### src/rtl/calc2_port_if.sv
// Request/response bundle for one calc2 port. The requester (master) drives req_*; the engine (slave) drives out_* and tag_err.
// Handshake: there is no ready. A nonzero req_cmd_in is taken whenever the engine is idle, and operand 2 is taken on the next cycle. Responses are single-cycle pulses.
interface calc2_port_if;
    logic [3:0]  req_cmd_in;
    logic [31:0] req_data_in;
    logic [1:0]  req_tag_in;
    logic [1:0]  out_resp;
    logic [31:0] out_data;
    logic [1:0]  out_tag;
    logic        tag_err;

    modport master (
        output req_cmd_in, req_data_in, req_tag_in,
        input  out_resp, out_data, out_tag, tag_err
    );

    modport slave (
        input  req_cmd_in, req_data_in, req_tag_in,
        output out_resp, out_data, out_tag, tag_err
    );
endinterface

### src/rtl/calc2_port_engine.sv
// Single-port calc2 execution slice: two-cycle request capture, per-tag busy tracking,
// a 2-stage add/sub path, a 4-stage shift path and a one-entry skid for output collisions.
module calc2_port_engine (
    input  logic        c_clk,
    input  logic        reset,
    calc2_port_if.slave bus,
    output logic        state_dbg
);
    localparam logic [3:0] CMD_ADD = 4'd1;
    localparam logic [3:0] CMD_SUB = 4'd2;
    localparam logic [3:0] CMD_SHL = 4'd5;
    localparam logic [3:0] CMD_SHR = 4'd6;
    localparam logic [1:0] RESP_OK  = 2'd1;
    localparam logic [1:0] RESP_ERR = 2'd2;

    typedef enum logic {S_IDLE = 1'b0, S_OP2 = 1'b1} state_t;

    state_t      state;
    logic [3:0]  cmd_q;
    logic [1:0]  tag_q;
    logic [31:0] op1_q;
    logic [3:0]  busy;

    logic        as1_v;
    logic [3:0]  as1_cmd;
    logic [1:0]  as1_tag;
    logic [31:0] as1_op1;
    logic [31:0] as1_op2;
    logic        as2_v;
    logic [1:0]  as2_resp;
    logic [1:0]  as2_tag;
    logic [31:0] as2_data;

    logic [3:0]  sh_v;
    logic [1:0]  sh_tag [4];
    logic [31:0] sh_data [4];
    logic        skid_v;
    logic [1:0]  skid_tag;
    logic [31:0] skid_data;

    logic        issue;
    logic        is_shift;
    logic [31:0] shift_res;
    logic [32:0] sum33;
    logic [1:0]  as_resp_c;
    logic [31:0] as_data_c;
    logic        sel_v;
    logic [1:0]  sel_resp;
    logic [1:0]  sel_tag;
    logic [31:0] sel_data;
    logic        skid_load;
    logic [3:0]  busy_set;
    logic [3:0]  busy_clr;

    assign state_dbg = (state == S_OP2);
    assign issue     = (state == S_OP2) && !busy[tag_q];
    assign is_shift  = (cmd_q == CMD_SHL) || (cmd_q == CMD_SHR);
    assign shift_res = (cmd_q == CMD_SHL) ? (op1_q << bus.req_data_in[4:0])
                                          : (op1_q >> bus.req_data_in[4:0]);
    assign sum33     = {1'b0, as1_op1} + {1'b0, as1_op2};

    // Invalid commands share the add/sub path and always come back as errors.
    always_comb begin
        as_resp_c = RESP_ERR;
        as_data_c = 32'd0;
        case (as1_cmd)
            CMD_ADD: if (!sum33[32]) begin
                as_resp_c = RESP_OK;
                as_data_c = sum33[31:0];
            end
            CMD_SUB: if (as1_op2 <= as1_op1) begin
                as_resp_c = RESP_OK;
                as_data_c = as1_op1 - as1_op2;
            end
            default: ;
        endcase
    end

    // Add/sub wins a collision; the shift result parks in the skid for one cycle.
    always_comb begin
        sel_v     = 1'b0;
        sel_resp  = 2'd0;
        sel_tag   = 2'd0;
        sel_data  = 32'd0;
        skid_load = 1'b0;
        if (as2_v) begin
            sel_v     = 1'b1;
            sel_resp  = as2_resp;
            sel_tag   = as2_tag;
            sel_data  = as2_data;
            skid_load = sh_v[3];
        end else if (skid_v) begin
            sel_v    = 1'b1;
            sel_resp = RESP_OK;
            sel_tag  = skid_tag;
            sel_data = skid_data;
        end else if (sh_v[3]) begin
            sel_v    = 1'b1;
            sel_resp = RESP_OK;
            sel_tag  = sh_tag[3];
            sel_data = sh_data[3];
        end
        busy_set = issue ? (4'b0001 << tag_q) : 4'b0000;
        busy_clr = sel_v ? (4'b0001 << sel_tag) : 4'b0000;
    end

    always_ff @(posedge c_clk or negedge reset) begin
        if (!reset) begin
            state        <= S_IDLE;
            cmd_q        <= 4'd0;
            tag_q        <= 2'd0;
            op1_q        <= 32'd0;
            busy         <= 4'd0;
            as1_v        <= 1'b0;
            as1_cmd      <= 4'd0;
            as1_tag      <= 2'd0;
            as1_op1      <= 32'd0;
            as1_op2      <= 32'd0;
            as2_v        <= 1'b0;
            as2_resp     <= 2'd0;
            as2_tag      <= 2'd0;
            as2_data     <= 32'd0;
            sh_v         <= 4'd0;
            for (int i = 0; i < 4; i++) begin
                sh_tag[i]  <= 2'd0;
                sh_data[i] <= 32'd0;
            end
            skid_v       <= 1'b0;
            skid_tag     <= 2'd0;
            skid_data    <= 32'd0;
            bus.out_resp <= 2'd0;
            bus.out_data <= 32'd0;
            bus.out_tag  <= 2'd0;
            bus.tag_err  <= 1'b0;
        end else begin
            case (state)
                S_IDLE: if (bus.req_cmd_in != 4'd0) begin
                    cmd_q <= bus.req_cmd_in;
                    tag_q <= bus.req_tag_in;
                    op1_q <= bus.req_data_in;
                    state <= S_OP2;
                end
                S_OP2: state <= S_IDLE;
                default: state <= S_IDLE;
            endcase
            bus.tag_err <= (state == S_OP2) && busy[tag_q];
            busy        <= (busy & ~busy_clr) | busy_set;

            as1_v   <= issue && !is_shift;
            as1_cmd <= cmd_q;
            as1_tag <= tag_q;
            as1_op1 <= op1_q;
            as1_op2 <= bus.req_data_in;
            as2_v    <= as1_v;
            as2_resp <= as_resp_c;
            as2_tag  <= as1_tag;
            as2_data <= as_data_c;

            sh_v       <= {sh_v[2:0], issue && is_shift};
            sh_tag[0]  <= tag_q;
            sh_data[0] <= shift_res;
            for (int i = 1; i < 4; i++) begin
                sh_tag[i]  <= sh_tag[i-1];
                sh_data[i] <= sh_data[i-1];
            end

            skid_v <= skid_load;
            if (skid_load) begin
                skid_tag  <= sh_tag[3];
                skid_data <= sh_data[3];
            end

            bus.out_resp <= sel_v ? sel_resp : 2'd0;
            bus.out_tag  <= sel_v ? sel_tag : 2'd0;
            bus.out_data <= (sel_v && sel_resp == RESP_OK) ? sel_data : 32'd0;
        end
    end
endmodule

### src/flat_wrapper.sv
// flat-port wrapper written by rule: the top's interface ports become plain ports
module calc2_port_engine_flat 
  (c_clk, reset, state_dbg, bus_req_cmd_in, bus_req_data_in, bus_req_tag_in, bus_out_resp, bus_out_data, bus_out_tag, bus_tag_err);
  calc2_port_if bus_i ();
  input  logic c_clk;
  input  logic reset;
  output logic state_dbg;
  input wire logic [$bits(bus_i.req_cmd_in)-1:0] bus_req_cmd_in;
  input wire logic [$bits(bus_i.req_data_in)-1:0] bus_req_data_in;
  input wire logic [$bits(bus_i.req_tag_in)-1:0] bus_req_tag_in;
  output wire logic [$bits(bus_i.out_resp)-1:0] bus_out_resp;
  output wire logic [$bits(bus_i.out_data)-1:0] bus_out_data;
  output wire logic [$bits(bus_i.out_tag)-1:0] bus_out_tag;
  output wire logic [$bits(bus_i.tag_err)-1:0] bus_tag_err;
  assign bus_i.req_cmd_in = bus_req_cmd_in;
  assign bus_i.req_data_in = bus_req_data_in;
  assign bus_i.req_tag_in = bus_req_tag_in;
  assign bus_out_resp = bus_i.out_resp;
  assign bus_out_data = bus_i.out_data;
  assign bus_out_tag = bus_i.out_tag;
  assign bus_tag_err = bus_i.tag_err;
  calc2_port_engine u_core (.c_clk(c_clk), .reset(reset), .bus(bus_i), .state_dbg(state_dbg));
endmodule
### config.mk
export PLATFORM = sky130hd
export DESIGN_NAME = calc2_port_engine_flat
export DESIGN_NICKNAME = d
export VERILOG_FILES = /design/src/rtl/calc2_port_if.sv /design/src/rtl/calc2_port_engine.sv /design/src/flat_wrapper.sv
export SDC_FILE = /design/constraint.sdc
export NUM_CORES = 1
export LEC_CHECK = 0
export BUFFER_PORTS_ARGS = -buffer_cell sky130_fd_sc_hd__buf_2
export CORE_MARGIN = 4
export CORE_UTILIZATION = 45
export DETAILED_ROUTE_END_ITERATION = 10
export PLACE_DENSITY = 0.6
export SLEW_MARGIN = 20
export SYNTH_ARGS = -nofsm -noshare
export SYNTH_HDL_FRONTEND = slang
export SYNTH_SLANG_ARGS = --single-unit
export TNS_END_PERCENT = 1
### constraint.sdc
create_clock -name c_clk -period 6.6 [get_ports c_clk]
set_input_delay 1.32 -clock c_clk [delete_from_list [all_inputs] [get_ports c_clk]]
set_output_delay 1.32 -clock c_clk [all_outputs]
set_load 0.005 [all_outputs]
Yosys cells after proc, flatten, opt, wreduce, memory -nomap -nowiden
Index checks and enable logic that the tools add are counted.
{ "word_totals": {"input_bits": 40, "regBits": 359} }
{ "classes": {"reduce_logical": 10, "n_eq_ne": 5, "add_sub_neg": 2, "bitwise": 4, "mux": 29, "magnitude_cmp": 2, "shifts": 4} }
{ "ops": {"columns": ["cell", "n"], "rows": [
  ["32-bit 2-to-1 mux", 7],
  ["32-bit case mux with 2 select lines", 1],
  ["32-bit by 32-bit adder with 33-bit output", 1],
  ["32-bit <= comparator", 1],
  ["32-bit by 5-bit << shifter with 32-bit output", 1],
  ["32-bit by 5-bit >> shifter with 32-bit output", 1],
  ["32-bit subtractor", 1],
  ["2-bit 2-to-1 mux", 9],
  ["4-bit by 3-bit equality test with 1-bit output, second input constant", 2],
  ["4-bit 2-to-1 mux", 2],
  ["1-bit by 2-bit << shifter with 4-bit output, first input constant", 2],
  ["1-bit 2-to-1 mux", 7],
  ["1-bit logical AND", 5],
  ["4-bit AND", 1],
  ["4-bit by 1-bit equality test with 1-bit output, second input constant", 1],
  ["4-bit by 2-bit equality test with 1-bit output, second input constant", 1],
  ["4-bit inverter", 1],
  ["4-bit OR", 1],
  ["2-bit case mux with 2 select lines", 1],
  ["4-bit nonzero test", 1],
  ["2-bit by 3-bit < comparator with 1-bit output, second input constant", 1],
  ["1-bit binary-select mux with 2-bit select", 1],
  ["2-bit by 1-bit equality test with 1-bit output, second input constant", 1],
  ["1-bit logical NOT", 2],
  ["other kinds (4)", 4]
]} }

Logic depth before layout (Yosys ltp)
{ "depth": {"word_depth": 8, "mapped_depth": 15, "depth_no_buf": 13} }

Least setup slack after synthesis
OpenSTA, ideal clock, no wires.
{ "synth_timing": {"kind": "in2reg", "start": "input bus_req_data_in[1]", "end": "register u_core.sh_data[97] (netlist bit)", "path_buffers": 3, "slack_ps": 3244, "t_required_ps": 6463, "setup_ps": 137, "arrival_time_ps": 3219, "path_stages": 7, "path_cell_list": "clkbuf_1 > clkbuf_1 > clkbuf_1 > mux4_2 > mux4_2 > a221oi_1 > a21oi_1"} }
{ "synth_between": {"elab_chain_cells": 2, "elab_cells_between_ends": 3} }
{ "synth_lines": {"columns": ["element", "line_no", "rtl"], "rows": [
  ["start: declaration", "flat_wrapper.sv:9", "input wire logic [$bits(bus_i.req_data_in)-1:0] bus_req_data_in;"],
  ["32-bit by 5-bit >> shifter with 32-bit output or 32-bit by 5-bit << shifter with 32-bit output (tied branches)", "calc2_port_engine.sv:59, calc2_port_engine.sv:58", null],
  ["32-bit 2-to-1 mux *", "calc2_port_engine.sv:58", "assign shift_res = (cmd_q == CMD_SHL) ? (op1_q << bus.req_data_in[4:0])"],
  ["named net u_core.shift_res[1]", "calc2_port_engine.sv:43", "logic [31:0] shift_res;"],
  ["end signal: indexed assignment", "calc2_port_engine.sv:164", "sh_data[i] <= sh_data[i-1];"],
  ["end: declaration", "calc2_port_engine.sv:36", "logic [31:0] sh_data [4];"]
]} }
The timed path passes the listed nets; every way through them passes the cells marked *.
A chain may end at the register's enable or synchronous reset.

Worst setup path in the final report
{ "layout_timing": {"start": "register u_core.as1_op2[1]", "end": "register u_core.as2_data[11]"} }
{ "layout_between": {"elab_chain_cells": 3, "elab_cells_between_ends": 6} }
{ "layout_lines": {"columns": ["element", "line_no", "rtl"], "rows": [
  ["start: declaration", "calc2_port_engine.sv:28", "logic [31:0] as1_op2;"],
  ["start signal: assignment", "calc2_port_engine.sv:153", "as1_op2 <= bus.req_data_in;"],
  ["32-bit subtractor (tied with other cells)", "calc2_port_engine.sv:73", "as_data_c = as1_op1 - as1_op2;"],
  ["32-bit 2-to-1 mux, on equally long branches", "calc2_port_engine.sv:71, calc2_port_engine.sv:67", null],
  ["32-bit case mux with 2 select lines *", "calc2_port_engine.sv:66", "case (as1_cmd)"],
  ["named net u_core.as_data_c[11]", "calc2_port_engine.sv:46", "logic [31:0] as_data_c;"],
  ["end signal: assignment", "calc2_port_engine.sv:157", "as2_data <= as_data_c;"],
  ["end: declaration", "calc2_port_engine.sv:32", "logic [31:0] as2_data;"]
]} }
Marked as above.

==> summary.txt <==
Clocking
  • CTS tree: yes
  • Root Buffer: clkbuf_16
  • # H-tree levels: 2
  • Post-CTS Setup Bufs: 0
  • Clock Latency Late Sink: 0.57 ns
  • Clock Path Buffers: 3
  • Post-CTS sizing: 0
  • Clk sinks: 359
  • Clk slew on worst S/H paths: 0.06 ns
  • Hold Buf Count CTS: 0
  • CTS Buf Count: 39

Setup path
  • Worst reg2reg path endpoint: u_core.as2_data[11]$_DFF_PN0_
  • Register-to-Register Path Depth: 12
  • Arr. time, crit path: 4.27 ns
  • Worst path required time: 6.99 ns
  • Largest stage delay on the critical path: 0.52 ns
  • Cell Chain, Critical Path: inv_1, fa_1, a211oi_1, o211ai_1, a41oi_4, a21oi_2, nor4_1, o31a_1, buf_4, nor2_1, a211oi_1, a21oi_1
  • Worst path bufs/invs: 2
  • Worst R2R Start: u_core.as1_op2[1]$_DFF_PN0_
  • Setup crit start: u_core.as1_op2[1]$_DFF_PN0_
  • Slowest-stage cell, CP: fa_1
  • Worst path top cell family by delay: compound AO/OA/AOI/OAI gates
  • Worst Setup End Kind: flip-flop
  • Critical path startpoint category: flip-flop
  • Critical path fanouts, max: 28
  • Most Frequent Cell on Critical Path: a211oi_1
  • Setup Crit Path Kind: flip-flop to flip-flop
  • Reg-to-reg slack, setup: 2.72 ns

Worst hold path
  • Worst Hold Launch: u_core.sh_data[74]$_DFF_PN0_
  • WHS Path Cells: 0
  • Worst Hold End: u_core.sh_data[42]$_DFF_PN0_
  • Worst Hold Class: flip-flop to flip-flop

Timing
  • Minimum clock period: 3.88 ns
  • Worst slew pin tran: 1.05 ns
  • Clock skew: 0.0198 ns
  • Hold Fails Final Rpt: 0
  • RSZ-0062 raised after global routing: false
  • Final setup vio count: 0
  • Setup TNS: 0 ns
  • Slew headroom: 30.1%
  • Final period util: 58.9%
  • Fmax: 257 MHz
  • Final Max Slew Viols: 0

Synthesis
  • Syn Nets: 1792
  • Post-synthesis async set-or-reset flop share: 100%
  • Most common cell in the netlist: dfrtp_1
  • Sequential fraction of the synthesis area: 50.4%
  • Synthesized instance count: 1686
  • Synth Cell Area: 0.0178 sq mm
  • Synth area leaders: dfrtp_1, mux2i_1, mux2_2, ha_1, a21oi_1
  • Area leader, netlist: dfrtp_1
  • Yosys cell types: 76
  • Synthesis-stage register bit count: 359
  • Number of synthesized flops with an enable pin: 0
  • Top-area cell type share of the netlist area: 50.4%
  • Yosys warning count: 0
  • Ys flop type: dfrtp_1
  • Synth cell count leaders: dfrtp_1, nor2_1, a21oi_1, mux2i_1, o21ai_0
  • Avg Synthesized Cell Area: 10.6 sq um

Detailed routing
  • DR vias/cell: 5.87
  • Wire per inst: 22.2 microns
  • DR vias: 13269
  • Iter 0 DRT Violations: 1406
  • DRT Pass-1 Iters: 6
  • DR DRC count: 0
  • Final antenna-violating net count: 0
  • Total Wirelength: 50200 microns

Run
  • Max_cap viols: 0

Place
  • Final GP Congestion: 0.969
  • Detail Placement HPWL: 36600 microns
  • PortBufs: 77

Global route
  • GRT Util Overall: 23.7%
  • First-pass GRT wire length: 78100 microns
  • Vias in the first global route: 12813
  • Initial antenna violation count: 0
  • Largest net degree at the start of global routing: 158
  • GRT overflow: 0

Power
  • Leak pwr: 9.21 nW
  • PwrDens: 379 mW/mm^2
  • Post-route total power: 7.56 mW
  • Worst VDD drop: 0.204 mV

Final layout
  • Final nets: 1818
  • Area growth, synth to finish: 11.9%
  • N_diodes: 0
  • Fraction of layout cells with a size suffix above 1: 16.4%

Die
  • Die width: 207 microns
  • Die H: 207 microns
  • Ports: 78
  • Die area: 0.0428 sq mm
  • CORE AREA: 0.0389 sq mm
  • Starting Density: 45.8%
  • Rows: 72

Outcome
  • Status: complete, no violations
[through the flow]
stage	setup slack (ns)	hold slack (ns)	instances	utilization [%]	area [sq um]
4_1_cts	2.78	0.348	2259	51.2	19900
6_report	2.72	0.347	2259	51.2	19900
3_5_place_dp	2.50	0.335	2189	47.7	18600
5_1_grt	2.44	0.351	2259	51.2	19900
3_3_place_gp	2.49	0.333	2189	47.7	18600
2_1_floorplan	3.24	0.331	1686	-	17800
[per-layer routing]
layer	part of all wire, %	track usage, %
met2	44	34.8
met1	47	36.7
met3	7.3	4.30
met4	2.2	5.78
met5	0	0
[area by class of cell]
class	count	area, sq um
clock buffer	50	1110
inverter	76	285
tap	518	648
multi-input combinational	1144	8140
sequential	359	8980
timing repair buffer	92	523
clock inverter	20	256
fill	3543	19000
[sequential cells by signal, indices dropped and copies added (netlist names), 4 cells and up]
register             cells
u_core.as1_op1          32
u_core.sh_v              4
u_core.skid_data        32
u_core.bus.out_data     32
u_core.sh_tag            4
u_core.op1_q            32
u_core.busy              4
u_core.sh_data         128
u_core.as1_cmd           4
u_core.as1_op2          32
u_core.cmd_q             4
u_core.as2_data         32
[cell usage in the layout, fill, tap and decap left out, types with 22 or more instances in the layout]
cell,count
buf_2,75
a221oi_1,23
nand2_1,69
nand2b_1,36
mux2i_1,115
dfrtp_1,358
nor2_1,176
mux2_2,80
a22oi_1,40
o21ai_0,101
clkbuf_16,39
a21oi_1,151
a211oi_1,22
ha_1,64
inv_1,74
[power breakdown]
group	switching (mW)	internal, mW
Clock	0.905	1.39
Sequential	0.380	2.69
Combinational	1.39	0.808
[worst max-delay path by stage]
stage	endpoint	slack, ns	depth (start not counted)
after global placement	u_core.sh_data[101]$_DFF_PN0_	2.49	6
after global routing	u_core.as2_data[11]$_DFF_PN0_	2.44	12
after CTS	u_core.as2_data[11]$_DFF_PN0_	2.78	12
after floorplan	u_core.sh_data[97]$_DFF_PN0_	3.24	7
final	u_core.as2_data[11]$_DFF_PN0_	2.72	12
after detailed placement	u_core.sh_data[101]$_DFF_PN0_	2.50	6
[cells by family after synthesis]
group                    synth area share [%]
adder cells (fa/ha/maj)                  4.72
multiplexers                             13.2
XOR/XNOR                               0.0492
buffers and inverters                    4.09
flip-flops                               50.4
AO/OA/AOI/OAI                            17.6
AND/OR/NAND/NOR                          9.93
Note: power is estimated with default switching activity, not from simulation.
